===== config.mk =====
export PLATFORM = sky130hd
export DESIGN_NAME = seq_loader_flat
export DESIGN_NICKNAME = d
export VERILOG_FILES = /design/src/rtl/seq_loader_if.sv /design/src/rtl/seq_loader.sv /design/src/flat_wrapper.sv
export SDC_FILE = /design/constraint.sdc
export NUM_CORES = 1
export LEC_CHECK = 0
export BUFFER_PORTS_ARGS = -buffer_cell sky130_fd_sc_hd__buf_2
export CORE_ASPECT_RATIO = 1.25
export CORE_UTILIZATION = 65
export CTS_CLUSTER_SIZE = 12
export DETAILED_ROUTE_END_ITERATION = 8
export PLACE_DENSITY = 0.82
export SLEW_MARGIN = 10
export SYNTH_ARGS = -nofsm -noshare
export SYNTH_HDL_FRONTEND = slang
export SYNTH_SLANG_ARGS = --single-unit

===== constraint.sdc =====
create_clock -name clk -period 3.1 [get_ports clk]
set_input_delay 0.31 -clock clk [delete_from_list [all_inputs] [get_ports clk]]
set_output_delay 0.31 -clock clk [all_outputs]
set_load 0.005 [all_outputs]

===== src/rtl/seq_loader_if.sv =====
// Character-stream load port and base read port of seq_loader.
// master drives requests and characters; slave is the loader.
interface seq_loader_if #(
  parameter int AW = 7
);
  logic          start;
  logic [7:0]    char_in;
  logic          char_valid;
  logic          char_last;
  logic          char_ready;
  logic          rd_en;
  logic [AW-1:0] rd_addr;
  logic [2:0]    rd_data;
  logic [AW:0]   len;
  logic          done;
  logic          busy;
  logic          err;

  modport master (
    output start, char_in, char_valid, char_last, rd_en, rd_addr,
    input  char_ready, rd_data, len, done, busy, err
  );

  modport slave (
    input  start, char_in, char_valid, char_last, rd_en, rd_addr,
    output char_ready, rd_data, len, done, busy, err
  );
endinterface


===== src/rtl/seq_loader.sv =====
// Loads an ASCII nucleotide string into a 3-bit code memory and serves registered reads.
// Define SEQ_LOADER_LOWERCASE_EN to also accept lowercase g/t/a/c as bases.
module seq_loader #(
  parameter int MAX_LEN = 128,
  parameter int AW      = 7
) (
  input logic         clk,
  input logic         rst,
  seq_loader_if.slave bus
);
  localparam logic [1:0] IDLE = 2'd0;
  localparam logic [1:0] LOAD = 2'd1;
  localparam logic [1:0] DONE = 2'd2;
  localparam int IW = (MAX_LEN > 1) ? $clog2(MAX_LEN) : 1;
  localparam logic [AW:0] LEN_LAST = (AW+1)'(MAX_LEN - 1);
  localparam logic [AW:0] LEN_ONE  = (AW+1)'(1);
  localparam logic [AW:0] LEN_ZERO = (AW+1)'(0);

  logic [1:0]  state_r;
  logic [1:0]  state_s;
  logic [AW:0] len_r;
  logic [AW:0] len_s;
  logic        err_r;
  logic        err_s;
  logic        done_r;
  logic        busy_r;
  logic [2:0]  rd_data_r;
  logic [2:0]  code_s;
  logic        eol_s;
  logic        accept_s;
  logic        store_s;
  logic [2:0]  mem_r [MAX_LEN];

  // Map an ASCII character to its base code; 0 means "not a base".
  function automatic logic [2:0] base_code(input logic [7:0] c);
    logic [2:0] code;
    case (c)
      8'h47:   code = 3'd1;
      8'h54:   code = 3'd2;
      8'h41:   code = 3'd3;
      8'h43:   code = 3'd4;
`ifdef SEQ_LOADER_LOWERCASE_EN
      8'h67:   code = 3'd1;
      8'h74:   code = 3'd2;
      8'h61:   code = 3'd3;
      8'h63:   code = 3'd4;
`endif
      default: code = 3'd0;
    endcase
    return code;
  endfunction

  // Next-state, length and error-flag computation.
  always_comb begin
    state_s  = state_r;
    len_s    = len_r;
    err_s    = err_r;
    code_s   = base_code(bus.char_in);
    eol_s    = (bus.char_in == 8'h0A) || (bus.char_in == 8'h0D);
    // ready is only high in LOAD, so busy_r doubles as the accept qualifier
    accept_s = bus.char_valid && busy_r;
    store_s  = accept_s && (code_s != 3'd0);
    case (state_r)
      IDLE, DONE: begin
        if (bus.start) begin
          state_s = LOAD;
          len_s   = LEN_ZERO;
          err_s   = 1'b0;
        end else begin
          state_s = state_r;
        end
      end
      LOAD: begin
        if (store_s) begin
          len_s = len_r + LEN_ONE;
        end else if (accept_s && !eol_s) begin
          err_s = 1'b1;
        end else begin
          len_s = len_r;
        end
        if (accept_s && (bus.char_last || (store_s && (len_r == LEN_LAST)))) begin
          state_s = DONE;
        end else begin
          state_s = LOAD;
        end
      end
      default: state_s = IDLE;
    endcase
  end

  // Control and status registers.
  always_ff @(posedge clk or negedge rst) begin
    if (!rst) begin
      state_r <= IDLE;
      len_r   <= LEN_ZERO;
      err_r   <= 1'b0;
      done_r  <= 1'b0;
      busy_r  <= 1'b0;
    end else begin
      state_r <= state_s;
      len_r   <= len_s;
      err_r   <= err_s;
      done_r  <= (state_s == DONE);
      busy_r  <= (state_s == LOAD);
    end
  end

  // Base storage; contents survive reset and are masked by len.
  always_ff @(posedge clk) begin
    if (store_s) begin
      mem_r[len_r[IW-1:0]] <= code_s;
    end
  end

  // Registered read port; returns 0 outside DONE or beyond len.
  always_ff @(posedge clk or negedge rst) begin
    if (!rst) begin
      rd_data_r <= 3'd0;
    end else if (bus.rd_en) begin
      if ((state_r == DONE) && ({1'b0, bus.rd_addr} < len_r)) begin
        rd_data_r <= mem_r[bus.rd_addr[IW-1:0]];
      end else begin
        rd_data_r <= 3'd0;
      end
    end
  end

  assign bus.char_ready = busy_r;
  assign bus.busy       = busy_r;
  assign bus.done       = done_r;
  assign bus.len        = len_r;
  assign bus.err        = err_r;
  assign bus.rd_data    = rd_data_r;
endmodule


===== src/flat_wrapper.sv =====
// flat-port wrapper written by rule: the top's interface ports become plain ports
module seq_loader_flat 
#(
  parameter int MAX_LEN = 128,
  parameter int AW      = 7
)
  (clk, rst, bus_start, bus_char_in, bus_char_valid, bus_char_last, bus_rd_en, bus_rd_addr, bus_char_ready, bus_rd_data, bus_len, bus_done, bus_busy, bus_err);
  seq_loader_if #(.AW(AW)) bus_i ();
  input logic clk;
  input logic rst;
  input wire logic [$bits(bus_i.start)-1:0] bus_start;
  input wire logic [$bits(bus_i.char_in)-1:0] bus_char_in;
  input wire logic [$bits(bus_i.char_valid)-1:0] bus_char_valid;
  input wire logic [$bits(bus_i.char_last)-1:0] bus_char_last;
  input wire logic [$bits(bus_i.rd_en)-1:0] bus_rd_en;
  input wire logic [$bits(bus_i.rd_addr)-1:0] bus_rd_addr;
  output wire logic [$bits(bus_i.char_ready)-1:0] bus_char_ready;
  output wire logic [$bits(bus_i.rd_data)-1:0] bus_rd_data;
  output wire logic [$bits(bus_i.len)-1:0] bus_len;
  output wire logic [$bits(bus_i.done)-1:0] bus_done;
  output wire logic [$bits(bus_i.busy)-1:0] bus_busy;
  output wire logic [$bits(bus_i.err)-1:0] bus_err;
  assign bus_i.start = bus_start;
  assign bus_i.char_in = bus_char_in;
  assign bus_i.char_valid = bus_char_valid;
  assign bus_i.char_last = bus_char_last;
  assign bus_i.rd_en = bus_rd_en;
  assign bus_i.rd_addr = bus_rd_addr;
  assign bus_char_ready = bus_i.char_ready;
  assign bus_rd_data = bus_i.rd_data;
  assign bus_len = bus_i.len;
  assign bus_done = bus_i.done;
  assign bus_busy = bus_i.busy;
  assign bus_err = bus_i.err;
  seq_loader #(.MAX_LEN(MAX_LEN), .AW(AW)) u_core (.clk(clk), .rst(rst), .bus(bus_i));
endmodule

* Word-level counts from Yosys, hierarchy flattened *
Memory sizes are Yosys's and may differ from the RTL's.
Index checks and enable logic that the tools add are counted.

storage, ports and cells
  bits in registers = 16
  memory bits (writable) = 384
  bits of input ports = 21
  output and inout bits = 15
  memories = 1

cells by class
  add/sub/neg operators = 1
  order comparisons = 1
  equality and inequality tests = 15
  muxes and demuxes = 14
  reduce and logical (&&, ||, !) cells = 15

memories
  memory        words  width  rd ports  clocked after Yosys merged registers in  write ports  line              RTL
  u_core.mem_r  128    3      1         0                                        1            seq_loader.sv:32  logic [2:0] mem_r [MAX_LEN];

operators with widths
  operator                                                          number
  8-bit by 7-bit == test with 1-bit output (second input constant)  5
  8-bit by 4-bit == test with 1-bit output (second input constant)  2
  8-bit two-way mux                                                 2
  8-bit case mux with 2 select lines                                1
  3-bit case mux with 4 select lines                                1
  8-bit by 1-bit adder with 8-bit output (second input constant)    1
  7-bit by 8-bit less-than comparator with 1-bit output             1
  1-bit logical AND                                                 6
  1-bit two-way mux                                                 5
  2-bit by 1-bit == test with 1-bit output (second input constant)  2
  2-bit == test (second input constant)                             2
  2-bit two-way mux                                                 2
  2-bit by 1-bit != test with 1-bit output (second input constant)  2
  2-bit != test (second input constant)                             2
  2-bit case mux with 2 select lines                                1
  4-bit AND reduction                                               1
  3-bit two-way mux                                                 1
  3-bit AND reduction                                               1
  3-bit nonzero test                                                1
  2-bit logical NOT                                                 1
  1-bit logical OR                                                  2
  1-bit case mux with 2 select lines                                1
  2-bit nonzero test                                                1
  2-bit OR reduction                                                1
  1-bit logical NOT                                                 1

* Depth between registers and ports, before layout *
Gate-level depths: netlist of run 1.

  word-level depth = 10
  gate-level depth with buffers = 11

* Worst setup path before layout of run 1 *
Ideal clock, no wire load.

  path kind = input to register
  start = input port bus_char_in[5]
  end = memory u_core.mem_r[0][2], data pin
  arrival time = 7.619 ns
  data required time = 1.588 ns
  path slack = -6.031 ns
  cell stages on the path = 2
  path buffers = 0
  path through = or4b_4 nor4_1

on the way
  longest elaborated chain between the ends = 2
  elaborated cells between the ends (all ways) = 5

ends and longest elaborated chain
  element                                   line                RTL
  from (decl)                               flat_wrapper.sv:12  input wire logic [$bits(bus_i.char_in)-1:0] bus_char_in;
  8-bit by 7-bit == test with 1-bit output  seq_loader.sv:37    case (c)
  3-bit case mux with 4 select lines (*)    seq_loader.sv:37
  net u_core.code_s[2]                      seq_loader.sv:28    logic [2:0] code_s;
  to (decl)                                 seq_loader.sv:32

Mark *: on every way through the listed nets, which the timed path passes. The rest lies on a longest branch.

* Worst setup path in the final report of run 1 *
  start = input port bus_char_in[5]
  end = memory u_core.mem_r[68][1], enable pin

on the way
  longest elaborated chain between the ends = 6
  elaborated cells between the ends (all ways) = 9

ends and longest elaborated chain
  element                                      line               RTL
  8-bit by 7-bit == test with 1-bit output     seq_loader.sv:37
  3-bit case mux with 4 select lines (*)       seq_loader.sv:37
  3-bit nonzero test (*)                       seq_loader.sv:62   store_s = accept_s && (code_s != 3'd0);
  1-bit logical AND (*)                        seq_loader.sv:62
  1-bit two-way mux (*)                        seq_loader.sv:110  if (store_s) begin
  1-bit two-way mux (implied by the code) (*)  seq_loader.sv:111  mem_r[len_r[IW-1:0]] <= code_s;

Every way passes the cells marked *; elsewhere a longest branch is shown, timed or not.

==> results by group, run 1 <==
Drt
  – Via Count: 9,226
  – Initial detailed-routing violation count: 1,002
  – Avg Vias per Cell: 6.66
  – TritonRoute pass-1 iters: 5
  – Average wire length per cell after detail routing: 26.7 um
  – Post-route DRC violation count: 0
  – Antenna-violating nets left: 0
  – Total Wirelength: 37,000 um

Worst hold path
  – Terminating pin of the worst hold path: u_core.bus.done
  – Kind of path behind the tightest hold check: input pin to flip-flop
  – Hold depth: 2
  – Hold Crit Start: bus_start

Clock tree
  – Number of buffers created by CTS: 40
  – Maximum count of clock buffers along a single path: 3
  – Clock tree sinks: 400
  – CTS clock-pin slew for the worst setup and hold paths: 0.06 ns
  – Clock tree from TritonCTS: yes
  – Clk Tree Root Cell: sky130_fd_sc_hd__clkbuf_16
  – Insertion delay of the later-clocked pin in the worst-skew pair: 0.52 ns
  – Post-CTS setup repair buffer count: 0
  – H-tree levels: 2

Global routing
  – Vias in the first global route: 9,494
  – Grt total ovfl: 0
  – Number of antenna violations at the first check in global routing: 1
  – First-pass GRT wire length: 56,000 um
  – Maximum number of pins on one net before global-route repair: 77
  – Global-route total usage across every layer: 30.1%

Setup path
  – Peak fanout along the critical path: 8
  – Largest delay contributor family on the critical path: simple AND/OR/NAND/NOR gates
  – Startpoint Class: input pin
  – Critical path data arrival time: 2.53 ns
  – R2r endpoint: u_core.mem_r[68][1]
  – WP buf/inv: 1
  – Maximum cell stage delay along the critical path: 0.61 ns
  – Type of element capturing the critical path: flip-flop
  – Worst reg-to-reg setup slack: 0.73 ns
  – FF-to-FF path depth: 4
  – Chain of cells forming the critical path: buf_2, or4b_4, o21bai_4, nor2_1, nand3_1, nor4_1
  – FF-to-FF Start: u_core.bus.len[6]
  – CP required: 3.25 ns
  – Standard cell with the maximum stage delay on the critical path: sky130_fd_sc_hd__nor4_1
  – Critical setup path kind: input pin to flip-flop

Yosys
  – Synth top area share: 69.6%
  – Syn Inst Count: 966
  – Top-count cell post-synth: sky130_fd_sc_hd__edfxtp_1
  – Post-synth top flop: sky130_fd_sc_hd__edfxtp_1
  – Number of distinct library cells after synthesis: 53
  – Per-instance average area after synthesis: 17.1 sq um
  – Cell type with the largest total area after synthesis: sky130_fd_sc_hd__edfxtp_1
  – Syn nets: 994
  – Number of enable-type register cells in the synthesized netlist: 384
  – Most instantiated cells after synthesis: 384 x sky130_fd_sc_hd__edfxtp_1, 152 x sky130_fd_sc_hd__nor2_1, 73 x sky130_fd_sc_hd__mux4_2
  – Register bit total from synthesis: 400
  – Post-Synthesis Cell Area: 0.0166 sq mm
  – Fraction of registers with async set/reset: 4.00%
  – Number of warnings printed during yosys synthesis: 0
  – Sequential area share after synthesis: 72.0%
  – Top post-synthesis cells by area: sky130_fd_sc_hd__edfxtp_1 70%, sky130_fd_sc_hd__mux4_2 9.9%, sky130_fd_sc_hd__mux2i_1 4.1%

Placement
  – Worst slack after detailed placement: 0.210 ns
  – Inst Count DP: 1,316
  – Weighted congestion reported at the end of routability-driven placement: 0.899
  – Count of port buffers added during placement: 35
  – Placed wire-length estimate after detailed placement: 23,600 um
  – Placed Instance Area: 0.0173 sq mm

Layout
  – Number of standard cells in the final layout excluding fillers: 1,385
  – Net count, final: 1,057
  – Final standard cell area without fillers: 0.0185 sq mm
  – Filler Cells Inserted: 1,428
  – Share of cells above drive strength 1: 19.4%
  – Area growth from synthesis to final layout: 11.4%
  – Ant diodes: 0

Floorplan
  – I/O pin count: 36
  – Initial cell density of the core: 66.9%
  – Vert. Die Dim: 180 um
  – Die Span X: 145 um
  – Row Count: 64
  – Total die area: 0.0261 sq mm
  – Std-Cell Core Area: 0.0247 sq mm

STA
  – Highest clock frequency the design can meet: 421 MHz
  – Number of hold-slack violations in the final timing report: 0
  – Pins over their slew limit: 0
  – RSZ-0062 raised after global routing: false
  – Post-route clock skew: 0.0199 ns
  – Post-layout min period: 2.38 ns
  – Setup-failing EPs final: 0
  – Worst Hold Slack: 0.0136 ns
  – Worst setup slack after layout: 0.723 ns
  – Slew at the pin with the worst max-slew slack: 0.762 ns
  – Rel. slew slack: 49.2%
  – Ratio of final minimum period to clock period: 76.7%

Pwr
  – Pwr dens: 578 mW/mm^2
  – Overall power of the completed layout: 10.7 mW
  – Leakage component of the power: 5.24 nW
  – Worst IR drop on VDD: 0.510 mV

Run status
  – Result of the run: completed

Job
  – Count of maximum capacitance violations: 0
registers in the layout, indices dropped and copies added (netlist names):
signal              flops
u_core.bus.rd_data      3
u_core.bus.done         1
u_core.bus.err          1
u_core.bus.len          8
u_core.bus.busy         1
u_core.mem_r          384
u_core.state_r          2
cell usage in the layout (no fill, tap or decap), types with 12 or more instances in the layout:
cell	netlist	final
sky130_fd_sc_hd__nor2_1	152	152
sky130_fd_sc_hd__inv_1	13	13
sky130_fd_sc_hd__a21oi_1	17	17
sky130_fd_sc_hd__nand3_1	21	21
sky130_fd_sc_hd__o21ai_0	12	12
sky130_fd_sc_hd__clkbuf_1	25	24
sky130_fd_sc_hd__mux2i_1	68	68
sky130_fd_sc_hd__edfxtp_1	384	384
sky130_fd_sc_hd__clkbuf_16	0	41
sky130_fd_sc_hd__buf_2	17	33
sky130_fd_sc_hd__mux4_2	73	73
sky130_fd_sc_hd__dfrtp_1	16	16
sky130_fd_sc_hd__nand2_1	27	27
sky130_fd_sc_hd__a22oi_1	21	21
sky130_fd_sc_hd__buf_4	8	36
through the flow:
stage               setup TNS (ns)  utilization (%)
floorplan                  -121.65                -
global placement                 0             70.0
detailed placement               0             70.0
CTS                              0             74.6
global route                     0             74.6
finish                           0             74.6
worst max path at each step:
stage                   start                    end  slack, ns  cells after the start
3_5_place_dp   bus_char_in[5]    u_core.mem_r[68][0]       0.21                      6
6_report       bus_char_in[5]    u_core.mem_r[68][1]       0.72                      6
3_3_place_gp   bus_rd_addr[0]  u_core.bus.rd_data[0]       0.42                      7
2_1_floorplan  bus_char_in[5]     u_core.mem_r[0][2]      -0.75                      2
4_1_cts        bus_char_in[5]    u_core.mem_r[68][0]       0.77                      6
5_1_grt        bus_char_in[5]    u_core.mem_r[68][1]       0.63                      6
layout make-up:
| cell class | instances | area, sq um | area share, % |
|---|---|---|---|
| Sequential cell | 400 | 11900 | 64.6 |
| Multi-Input combinational cell | 496 | 4330 | 23.5 |
| Clock buffer | 65 | 1120 | 6.05 |
| Timing Repair Buffer | 78 | 597 | 3.23 |
| Tap cell | 330 | 413 | 2.24 |
| Inverter | 13 | 48.8 | 0.264 |
| Clock inverter | 3 | 17.5 | 0.0949 |
report_power, final:
group	total, mW	internal, mW	leakage, nW	switching, mW
clock network	4.27	2.45	0.544	1.82
logic	0.471	0.188	1.69	0.284
registers	5.92	5.87	3.00	0.0414
total	10.7	8.51	5.24	2.15
kinds of logic (layout without fill, tap and decap cells):
group,count (synthesis),after routing,synth area share [%]
buf+inv,70,159,2.04
fa+ha+maj,7,7,0.529
simple gates,257,257,6.99
flops,400,400,72.0
compound gates,80,80,3.35
xor+xnor,5,5,0.264
mux,147,147,14.8
what timing repair did:
action                    4_1_cts  5_1_grt
hold endpoints to repair       16        0
hold buffers                    1        0
resized for setup               0        0
routing by layer:
metal / vias up / wire length [um] / track usage (%)
met2: 521 / 18700 / 49.6
met4: 2 / 1800 / 13.3
met3: 128 / 3210 / 5.18
li1: 3924 / - / -
met5: - / 11 / 0
met1: 4651 / 13300 / 39.5
No activity file was read; power rests on OpenSTA's default activity.
==> run 2: changes to the inputs <==
CORE_UTILIZATION = 56   (was 65)
PLACE_DENSITY = 0.75   (was 0.82)
clock period = 2.1 ns   (was 3.1 ns; I/O delays follow)
==> run 2 against run 1 <==
- clock skew down 0.0042 ns
- core utilization down 6.6 points
- sequential cell count unchanged
- cell count up 12%
- die area up 16%
- non-clock buffer count up 103
- via count up 4.0%
- hold slack better by 0.049 ns
- total power up 49%
- wire length up 6.7%
- register-to-register slack worse by 0.67 ns
==> results by group, run 2 (synthesis results as in run 1) <==
Drt
  – Via Count: 9,598
  – Antenna-violating nets left: 0
  – Post-route DRC violation count: 0
  – TritonRoute pass-1 iters: 5
  – Total Wirelength: 39,500 um
  – Avg Vias per Cell: 6.20
  – Average wire length per cell after detail routing: 25.5 um
  – Initial detailed-routing violation count: 936

Clock tree
  – Clock tree from TritonCTS: yes
  – Clock tree sinks: 400
  – Number of buffers created by CTS: 40
  – CTS clock-pin slew for the worst setup and hold paths: 0.06 ns
  – Maximum count of clock buffers along a single path: 3
  – Insertion delay of the later-clocked pin in the worst-skew pair: 0.53 ns
  – Clk Tree Root Cell: sky130_fd_sc_hd__clkbuf_16
  – H-tree levels: 2

Placement
  – Placed wire-length estimate after detailed placement: 26,900 um
  – Weighted congestion reported at the end of routability-driven placement: 0.851
  – Count of port buffers added during placement: 35
  – Inst Count DP: 1,484

Global routing
  – First-pass GRT wire length: 59,500 um
  – Grt total ovfl: 0
  – Vias in the first global route: 9,956
  – Global-route total usage across every layer: 27.2%
  – Number of antenna violations at the first check in global routing: 1
  – Maximum number of pins on one net before global-route repair: 65

Pwr
  – Worst IR drop on VDD: 0.702 mV
  – Leakage component of the power: 5.82 nW
  – Pwr dens: 801 mW/mm^2
  – Part of the power in the clock network: 39.9%
  – Total internal power: 12.6 mW
  – Switching power as a share of total power: 20.4%
  – Sw power: 3.24 mW
  – Combinational share of power: 5.3%
  – Overall power of the completed layout: 15.9 mW
  – Relative contribution of sequential cells to total power: 54.9%

STA
  – Ratio of final minimum period to clock period: 97.3%
  – Post-layout min period: 2.04 ns
  – RSZ-0062 raised after global routing: true
  – Rel. slew slack: 59.5%
  – Pins over their slew limit: 0
  – Slew at the pin with the worst max-slew slack: 0.601 ns
  – Highest clock frequency the design can meet: 489 MHz
  – Number of hold-slack violations in the final timing report: 0
  – Post-route clock skew: 0.0158 ns
  – Setup-failing EPs final: 0

Floorplan
  – Std-Cell Core Area: 0.0292 sq mm
  – Die Span X: 156 um
  – Vert. Die Dim: 194 um
  – I/O pin count: 36
  – Row Count: 70
  – Initial cell density of the core: 56.8%
  – Total die area: 0.0303 sq mm

Layout
  – Footprint of the multi-input gates: 0.00466 sq mm
  – Sequential cell area: 0.0119 sq mm
  – Net count, final: 1,160
  – Most frequent standard cell in the layout excluding fill and tap cells: sky130_fd_sc_hd__edfxtp_1
  – Area growth from synthesis to final layout: 19.6%
  – Ant diodes: 0
  – Filler Cells Inserted: 1,873
  – Commonest non-fill, non-tap cells in the layout: 384 x sky130_fd_sc_hd__edfxtp_1, 123 x sky130_fd_sc_hd__buf_4, 101 x sky130_fd_sc_hd__nor2_1
  – Number of standard cells in the final layout excluding fillers: 1,548
  – Flip-flop count of the largest register, all copies and words added: 384
  – Share of cells above drive strength 1: 31.9%

Setup path
  – CP required: 2.52 ns
  – Peak fanout along the critical path: 1
  – Critical path data arrival time: 2.46 ns
  – Type of element capturing the critical path: flip-flop
  – Startpoint Class: flip-flop
  – Critical setup path kind: flip-flop to flip-flop

Job
  – Count of maximum capacitance violations: 0

Worst hold path
  – Kind of path behind the tightest hold check: input pin to flip-flop

Run status
  – Result of the run: completed
## run 2: cell count changes in the layout (fill, tap and decap cells not counted), sizes merged
cell and delta:
buf +102, dlygate4sd3 +1, inv -1, clkinv +2, clkbuf -7
## run 2: layout make-up
type / count / area share [%]
Sequential cell: 400 / 60.2
Multi-Input combinational cell: 496 / 23.5
Timing Repair Buffer: 181 / 7.87
Clock buffer: 58 / 5.55
Tap cell: 396 / 2.50
Inverter: 13 / 0.246
Clock inverter: 4 / 0.0947
## run 2: power groups by stage
stage               Combinational [mW]  Sequential, mW  Clock [mW]
global placement                 0.807            8.87           0
floorplan                        0.491            8.87           0
global route                     0.903            8.70        6.67
CTS                              0.832            8.70        6.39
finish                           0.839            8.70        6.32
detailed placement               0.827            8.87           0
## run 2: repair_timing
item	in CTS	in global routing
pin swaps	1	0
buffers inserted	0	0
endpoints found under the setup margin	1	2
endpoints found under the hold margin	18	0
gates resized for setup	0	4
hold buffers	2	0
## run 2: worst paths after layout
path / start / to / slack, ns / cells after the start
max: u_core.mem_r[20][1] / u_core.bus.rd_data[1] / 0.06 / 5
min: bus_char_last / u_core.bus.busy / 0.06 / 4
max reg2reg: u_core.mem_r[20][1] / u_core.bus.rd_data[1] / 0.06 / 5
min reg2reg: u_core.bus.err / u_core.bus.err / 0.51 / 1
max in group asynchronous: rst / u_core.bus.len[1] / 1.59 / 2
min in group asynchronous: rst / u_core.bus.rd_data[2] / 0.17 / 2
## run 2: per-stage QoR
step	hold WS, ns	worst slack [ns]	util, %	area [sq um]	TNS, ns
finish	0.0626	0.0563	68.0	19800	0
floorplan	-0.0856	-1.65	-	17000	-467.40
global placement	0.184	-0.273	64.0	18700	-18.50
CTS	0.0477	0.0150	67.9	19800	0
global route	0.110	-0.00744	68.0	19800	-0.00744
detailed placement	0.185	-0.325	64.0	18700	-26.82
## run 2: critical path, stage by stage, from the launching register on
cell	delay, ns
sky130_fd_sc_hd__edfxtp_1	0.40
sky130_fd_sc_hd__mux4_2	0.51
sky130_fd_sc_hd__mux4_2	0.55
sky130_fd_sc_hd__a22oi_2	0.21
sky130_fd_sc_hd__o211ai_1	0.11
sky130_fd_sc_hd__and3_1	0.16
## run 2: layer usage
layer | vias up | track usage [%] | wire, um
li1 | 4144 | - | -
met1 | 4974 | 35.5 | 15100
met2 | 392 | 46.0 | 20500
met3 | 86 | 4.50 | 2570
met4 | 2 | 10.2 | 1260
met5 | - | 0 | 18
